[src/rtl/uart_pkg.sv]
// Shared UART definitions: receiver/transmitter state encoding, frame width, majority vote.
package uart_pkg;

  typedef enum logic [1:0] {
    IDLE  = 2'd0,
    START = 2'd1,
    DATA  = 2'd2,
    STOP  = 2'd3
  } uart_state_e;

  localparam int UART_DATA_BITS = 8;

  function automatic logic maj3(input logic a, input logic b, input logic c);
    return (a & b) | (a & c) | (b & c);
  endfunction

endpackage

[src/rtl/uart_rx_sync.sv]
// Multi-flop synchroniser for an asynchronous serial line; resets to the idle (high) level.
// Latency SYNC_STAGES cycles, no backpressure.
module uart_rx_sync #(
  parameter int SYNC_STAGES = 2
) (
  input  logic clk,
  input  logic rst_n,
  input  logic i_din,
  output logic o_rx
);

  logic [SYNC_STAGES-1:0] r_sync;

  always_ff @(posedge clk or negedge rst_n) begin
    if (!rst_n) begin
      r_sync <= '1;
    end else begin
      r_sync <= {r_sync[SYNC_STAGES-2:0], i_din};
    end
  end

  assign o_rx = r_sync[SYNC_STAGES-1];

endmodule

[src/rtl/uart_rx_framer.sv]
// 8N1 UART receiver with 3-sample majority filter; byte valid 1 cycle after the stop-bit decision.
// Holds one byte until ready; a byte completing while one is still held is dropped with an overrun pulse.
module uart_rx_framer
  import uart_pkg::*;
#(
  parameter int CLKS_PER_BIT = 100,
  parameter int SYNC_STAGES  = 2
) (
  input  logic       clk,
  input  logic       rst_n,
  input  logic       din,
  output logic [7:0] data_out,
  output logic       valid,
  input  logic       ready,
  output logic       frame_err,
  output logic       overrun,
  output logic       busy
);

  localparam int TW  = $clog2(CLKS_PER_BIT);
  localparam int MID = CLKS_PER_BIT / 2;
  localparam logic [TW-1:0] TICK_LAST = TW'(CLKS_PER_BIT - 1);
  localparam logic [TW-1:0] MID_LO    = TW'(MID - 1);
  localparam logic [TW-1:0] MID_C     = TW'(MID);
  localparam logic [TW-1:0] MID_HI    = TW'(MID + 1);
  localparam logic [2:0]    LAST_BIT  = 3'(UART_DATA_BITS - 1);

  logic        w_rx;
  logic        w_maj;
  logic        w_mid_hi;
  logic        w_accept;

  uart_state_e r_state;
  logic        r_rx_prev;
  logic [TW-1:0] r_tick;
  logic [2:0]  r_bit_cnt;
  logic [1:0]  r_samp;
  logic [7:0]  r_shift;
  logic [7:0]  r_data;
  logic        r_valid;
  logic        r_fe;
  logic        r_ov;
  logic        r_busy;

  uart_rx_sync #(.SYNC_STAGES(SYNC_STAGES)) u_sync (
    .clk   (clk),
    .rst_n (rst_n),
    .i_din (din),
    .o_rx  (w_rx)
  );

  // Third vote is the live sample, so the decision lands exactly on MID+1.
  assign w_maj    = maj3(r_samp[0], r_samp[1], w_rx);
  assign w_mid_hi = (r_tick == MID_HI);
  assign w_accept = r_valid & ready;

  always_ff @(posedge clk or negedge rst_n) begin
    if (!rst_n) begin
      r_state   <= IDLE;
      r_rx_prev <= 1'b1;
      r_tick    <= '0;
      r_bit_cnt <= '0;
      r_samp    <= '0;
      r_shift   <= '0;
      r_data    <= '0;
      r_valid   <= 1'b0;
      r_fe      <= 1'b0;
      r_ov      <= 1'b0;
      r_busy    <= 1'b0;
    end else begin
      r_rx_prev <= w_rx;
      r_fe      <= 1'b0;
      r_ov      <= 1'b0;
      r_tick    <= (r_tick == TICK_LAST) ? '0 : r_tick + 1'b1;
      if (r_tick == MID_LO) r_samp[0] <= w_rx;
      if (r_tick == MID_C)  r_samp[1] <= w_rx;
      if (w_accept) r_valid <= 1'b0;

      case (r_state)
        IDLE: begin
          // Edge-triggered arming: a line held low after a bad stop bit never restarts a frame.
          if (r_rx_prev && !w_rx) begin
            r_tick  <= '0;
            r_state <= START;
            r_busy  <= 1'b1;
          end
        end
        START: begin
          if (w_mid_hi) begin
            if (!w_maj) begin
              r_tick    <= '0;
              r_bit_cnt <= '0;
              r_state   <= DATA;
            end else begin
              r_state <= IDLE;
              r_busy  <= 1'b0;
            end
          end
        end
        DATA: begin
          if (w_mid_hi) r_shift <= {w_maj, r_shift[7:1]};
          if (r_tick == TICK_LAST) begin
            if (r_bit_cnt == LAST_BIT) r_state <= STOP;
            else                       r_bit_cnt <= r_bit_cnt + 3'd1;
          end
        end
        STOP: begin
          if (w_mid_hi) begin
            r_state <= IDLE;
            r_busy  <= 1'b0;
            if (w_maj) begin
              if (!r_valid || ready) begin
                r_data  <= r_shift;
                r_valid <= 1'b1;
              end else begin
                r_ov <= 1'b1;
              end
            end else begin
              r_fe <= 1'b1;
            end
          end
        end
        default: r_state <= IDLE;
      endcase
    end
  end

  assign data_out  = r_data;
  assign valid     = r_valid;
  assign frame_err = r_fe;
  assign overrun   = r_ov;
  assign busy      = r_busy;

endmodule

[config.mk]
export PLATFORM = sky130hd
export DESIGN_NAME = uart_rx_framer
export DESIGN_NICKNAME = d
export VERILOG_FILES = /design/src/rtl/uart_pkg.sv /design/src/rtl/uart_rx_sync.sv /design/src/rtl/uart_rx_framer.sv
export SDC_FILE = /design/constraint.sdc
export NUM_CORES = 1
export LEC_CHECK = 0
export CAP_MARGIN = 40
export CORE_MARGIN = 2
export CORE_UTILIZATION = 50
export DETAILED_ROUTE_END_ITERATION = 7
export GPL_ROUTABILITY_DRIVEN = 0
export PLACE_DENSITY = 0.74
export SLEW_MARGIN = 5
export SYNTH_ARGS = -nofsm -noshare
export SYNTH_HDL_FRONTEND = slang
export SYNTH_SLANG_ARGS = --single-unit
[constraint.sdc]
create_clock -name clk -period 1.8 [get_ports clk]
set_input_delay 0.54 -clock clk [delete_from_list [all_inputs] [get_ports clk]]
set_output_delay 0.54 -clock clk [all_outputs]
set_load 0.02 [all_outputs]
# Word-level counts from Yosys, hierarchy flattened
# Cells that the tools add are included.
[word_totals]
ram_bits = 0
memories = 0
latchBits = 0
romBits = 0
reg_bits = 37
output_inout_bits = 12
elab_cells = 83
[op_classes]
mux = 34
n_mul = 0
eq_ne = 16
magnitude_cmp = 0
bitwise = 6
n_div = 0
n_reduce_logical = 12
add_sub_neg = 2
n_shift = 0
[op_table]
columns = ["cell", "count"]
rows = [
  ["$mux W7", 4],
  ["$eq A7 B6 Y1 const B", 3],
  ["$mux W1", 16],
  ["$ne A2 B2 Y1 const B", 8],
  ["$reduce_and A5 Y1", 3],
  ["$pmux W7 S2", 1],
  ["$mux W2", 6],
  ["$mux W3", 4],
  ["$pmux W2 S4", 1],
  ["$add A7 B1 Y7 const B", 1],
  ["$eq A7 B7 Y1 const B", 1],
  ["$pmux W3 S2", 1],
  ["$and A1 B1 Y1", 4],
  ["$eq A2 B2 Y1 const B", 2],
  ["$reduce_and A4 Y1", 1],
  ["$add A3 B1 Y3 const B", 1],
  ["$eq A3 B3 Y1 const B", 1],
  ["$pmux W1 S3", 1],
  ["$reduce_bool A3 Y1", 1],
  ["$eq A2 B1 Y1 const B", 1],
  ["$logic_not A1 Y1", 2],
  ["$logic_not A2 Y1", 1],
  ["$or A1 B1 Y1", 2],
  ["$reduce_and A2 Y1", 1],
  ["other kinds (3)", 3],
]

# Depth between registers and ports, before layout
[depth]
depth_word = 6
depth_mapped = 6
depth_no_buf = 6

# Hierarchy
# From an unflattened synthesis, not the netlist that was laid out.
[hier_totals]
cells_unflattened = 136
hier_area_um2 = 1707.9
[by_module_without_submodules]
columns = ["module", "area_each_um2", "seq_area_each_um2", "n_inst", "cells_per_inst"]
rows = [
  ["uart_rx_framer", 1655.3, 877.1, 1, 134],
  ["uart_rx_sync", 52.6, 52.6, 1, 2],
]

# Worst setup path before layout
# Ideal clock, no wire load.
[synth_path]
path_type = "flip-flop to flip-flop"
start = "reg r_tick[0]"
end = "reg r_tick[2]"
path_slack_ns = -0.093
path_buffers = 0
path_stages_with_launch = 6
period_less_slack_ns = 1.893
t_arrival_ns = 1.765
setup_time_ns = 0.128
path_cell_list = "dfrtp_1 > ha_1 > or3b_1 > or4_4 > a21oi_4 > nor3_1"
[synth_between]
elab_chain_len = 5
elab_cells_between_ends = 8
classes_between = "add/sub: 1; eq/ne: 2; mux: 5"
[synth_rtl]
columns = ["element", "line", "source"]
rows = [
  ["start: declaration", "uart_rx_framer.sv:35", "logic [TW-1:0] r_tick;"],
  ["start signal: assignment", "uart_rx_framer.sv:74", "r_tick <= (r_tick == TICK_LAST) ? '0 : r_tick + 1'b1;"],
  ["$add A7 B1 Y7 or $eq A7 B7 Y1 (tied branches)", "uart_rx_framer.sv:74", ""],
  ["$mux W7", "uart_rx_framer.sv:74", ""],
  ["$mux W7", "uart_rx_framer.sv:90", "if (!w_maj) begin"],
  ["$mux W7", "uart_rx_framer.sv:89", "if (w_mid_hi) begin"],
  ["$pmux W7 S2 *", "uart_rx_framer.sv:79", "case (r_state)"],
]
# Every way passes the cells marked *; elsewhere a longest branch is shown, timed or not.
# A chain may end at the register's enable or synchronous reset.

# Worst setup path in the final report
[layout_path]
start = "reg r_tick[1]"
end = "reg r_tick[6]"
# Same word-level chain as after synthesis.

==> summary.md <==
| Metric | Value |
|---|---|
| Status | finished with violations |
| Failing checks | negative setup slack |
| Final hold viol count | 0 |
| Ys flop type | dfrtp_1 |
| Max layer used | met4 |
| Gate Count Post-Synth | 136 |
| Slew @ Worst Pin | 375 ps |
| First-pass GRT wire length | 5560 µm |
| Ant diodes | 0 |
| Post-layout worst setup margin | -121 ps |
| Post-route minimum period | 1920 ps |
| Avg Vias per Cell | 5.31 |
| Syn_area_per_cell | 12.6 µm² |
| Clk pin slew, worst setup/hold paths | 100 ps |
| M1 wire length | 1400 µm |
| Top-count cell post-synth | dfrtp_1 |
| Final count of negative-setup-slack endpoints | 16 |
| Sequential Area | 930 µm² |
| Power Total | 2.39 mW |
| Vias in the first global route | 1198 |
| Placed Cells | 207 |
| Final clock skew | 14.9 ps |
| DP Wirelength | 2090 µm |
| Layout cell share with drive strength beyond 1 | 36.0% |
| H-tree levels | 2 |
| TritonRoute pass-1 iters | 4 |
| Initial Util | 51.6% |
| CP Launch Type | flop |
| Via count | 1173 |
| # IOs | 16 |
| Leak pwr | 1.10 nW |
| Area Overhead vs Synth | 27.8% |
| Synth area leader | dfrtp_1 |
| Post-route antenna net violation count | 0 |
| Critical path arrival | 2130 ps |
| CTS Hold Bufs | 0 |
| Async SR Flop Fraction | 100% |
| Worst endpoint required time | 2010 ps |
| Die area | 0.00390 mm² |
| Clk sink count | 37 |
| Wire per inst | 14.0 µm |
| PwrDens | 1090 mW/mm² |
| Die X | 62.4 µm |
| Synth Register Bits | 37 |
| Type of destination of the critical path | flop |
| # rows | 21 |
| TritonCTS buffer count | 5 |
| Initial DRC Count | 59 |
| Top cell type's share of synthesized area | 49.8% |
| TritonCTS clock tree | built |
| Worst Min Path Start | u_sync.r_sync[0]$_DFF_PN1_ |
| Core ar. | 0.00331 mm² |
| Largest net degree at the start of global routing | 38 |
| Met3 wire len | 94 µm |
| Area occupied by multi-input gates | 806 µm² |
| IO Port Bufs | 15 |
| Critical path origin | r_tick[1]$_DFF_PN0_ |
| Top post-synthesis cells by count | 34 x dfrtp_1, 11 x mux2_2, 9 x ha_1 |
| Critical path class | reg -> reg |
| Non-filler cells, final | 221 |
| # DRC | 0 |
| Period utilisation layout | 107% |
| Met2 wire length | 1580 µm |
| Distinct cell type count after synthesis | 39 |
| Syn Std Cell Area | 0.00171 mm² |
| Total track usage | 18.5% |
| Final net count | 188 |
| Mapped Nets | 149 |
| Ys Warns | 0 |
| VDD IR max | 625 µV |
| Filler cells | 272 |
| Unrepaired setup endpoints after global routing | true |
| Initial antenna violation count | 0 |
| Final wirelength | 3100 µm |
| Worst skew pair latency | 330 ps |
| HP Class | reg -> reg |
| Number of flops mapped to enable cells by yosys | 0 |
| Max-Cap Viols | 0 |
| Die Y | 62.4 µm |
| Clk buf depth | 2 |
| Pins Over Slew Limit | 0 |
| Crit Path Max Fanout | 7 |
| Max Clock Freq | 0.520 GHz |
| Synth area leaders | dfrtp_1 50%, mux2_2 7.3%, ha_1 6.6% |
| GR Overflow Total | 0 |
| Max-Slew Margin vs Limit | 74.7% |
| Reg2reg start | r_tick[1]$_DFF_PN0_ |
| Root buffer cell | clkbuf_4 |
| Register area share after synthesis | 54.4% |
| DP Worst Slack | -114 ps |
logic make-up after synthesis:
logic type / synth area share [%]
muxes: 12.5
AOI/OAI and AO/OA: 6.96
DFF: 54.4
adders and majority gates: 7.18
and+or+nand+nor: 13.4
buffers and inverters: 2.93
xor gates and xnor gates: 2.56
per-layer routing:
layer | vias up | track usage, %
met5 | - | 0
met4 | 0 | 8.06
met3 | 4 | 4.68
met2 | 21 | 29.8
met1 | 597 | 23.9
li1 | 551 | -
per-stage QoR:
stage	setup TNS (ps)	util [%]	hold WS [ps]	area (µm²)
after floorplan	-543	-	244	1710
after global placement	-1130	60.7	347	2010
after detailed placement	-1370	60.7	348	2010
after CTS	-1170	64.0	364	2120
after global routing	-2640	65.9	373	2180
final	-1430	65.9	362	2180
registers in the layout, indices dropped and copies added, names as in the netlist, named ones only:
register	count
busy	1
r_tick	7
r_state	1
frame_err	1
overrun	1
data_out	8
r_samp	2
valid	1
u_sync.r_sync	2
r_shift	8
r_rx_prev	1
r_bit_cnt	3
final cells by class:
class	instances	share of cell area, %
inverters	8	1.38
multi-input cells	88	36.9
well taps	46	2.64
clock inverters	1	0.401
repair buffers	35	14.2
clock buffers	6	1.89
flip-flops and latches	37	42.6
path summary, 6_finish.rpt:
kind                                               to  slack, ps  depth (start not counted)
max in group asynchronous  u_sync.r_sync[0]$_DFF_PN1_        970                          2
hold / removal             u_sync.r_sync[1]$_DFF_PN1_        360                          0
min in group asynchronous           overrun$_DFF_PN0_        560                          2
hold reg to reg            u_sync.r_sync[1]$_DFF_PN1_        360                          0
setup reg to reg                  r_tick[6]$_DFF_PN0_       -120                          5
setup / recovery                  r_tick[6]$_DFF_PN0_       -120                          5
worst max-delay path, stage by stage, from the launching register on:
cell and delay [ps]:
dfrtp_1 370, ha_2 190, or3b_4 380, or4_4 530
a21oi_4 250, nor3_1 90
where the power goes:
part / internal (mW) / switching, mW
clock network: 0.149 / 0.259
logic: 0.486 / 0.504
registers: 0.924 / 0.0667
layout by cell type (no fill, tap or decap), types with 2 or more instances in the layout:
master           synthesis  routed
a21oi_2                  0       2
a22o_1                   2       2
and3b_1                  2       2
buf_4                    0      16
buf_6                    1       3
clkbuf_4                 0       5
clkdlybuf4s50_1          0       3
dfrtp_1                 34      34
dfstp_2                  3       3
dlygate4sd2_1            0      12
ha_1                     9       8
inv_1                    8       8
mux2_2                  11      10
mux2_4                   0       9
nand2_1                  8       7
nand3_1                  5       5
nor2_1                   7       6
nor3_1                   6       5
o31a_1                   2       2
xnor2_1                  2       2
xor2_1                   3       3
repair_timing:
item	CTS	global route
pin swaps	2	9
setup endpoints to repair	29	23
gates cloned	0	0
resized for setup	23	11
setup buffers	4	4
Note: power is estimated with default switching activity, not from simulation.
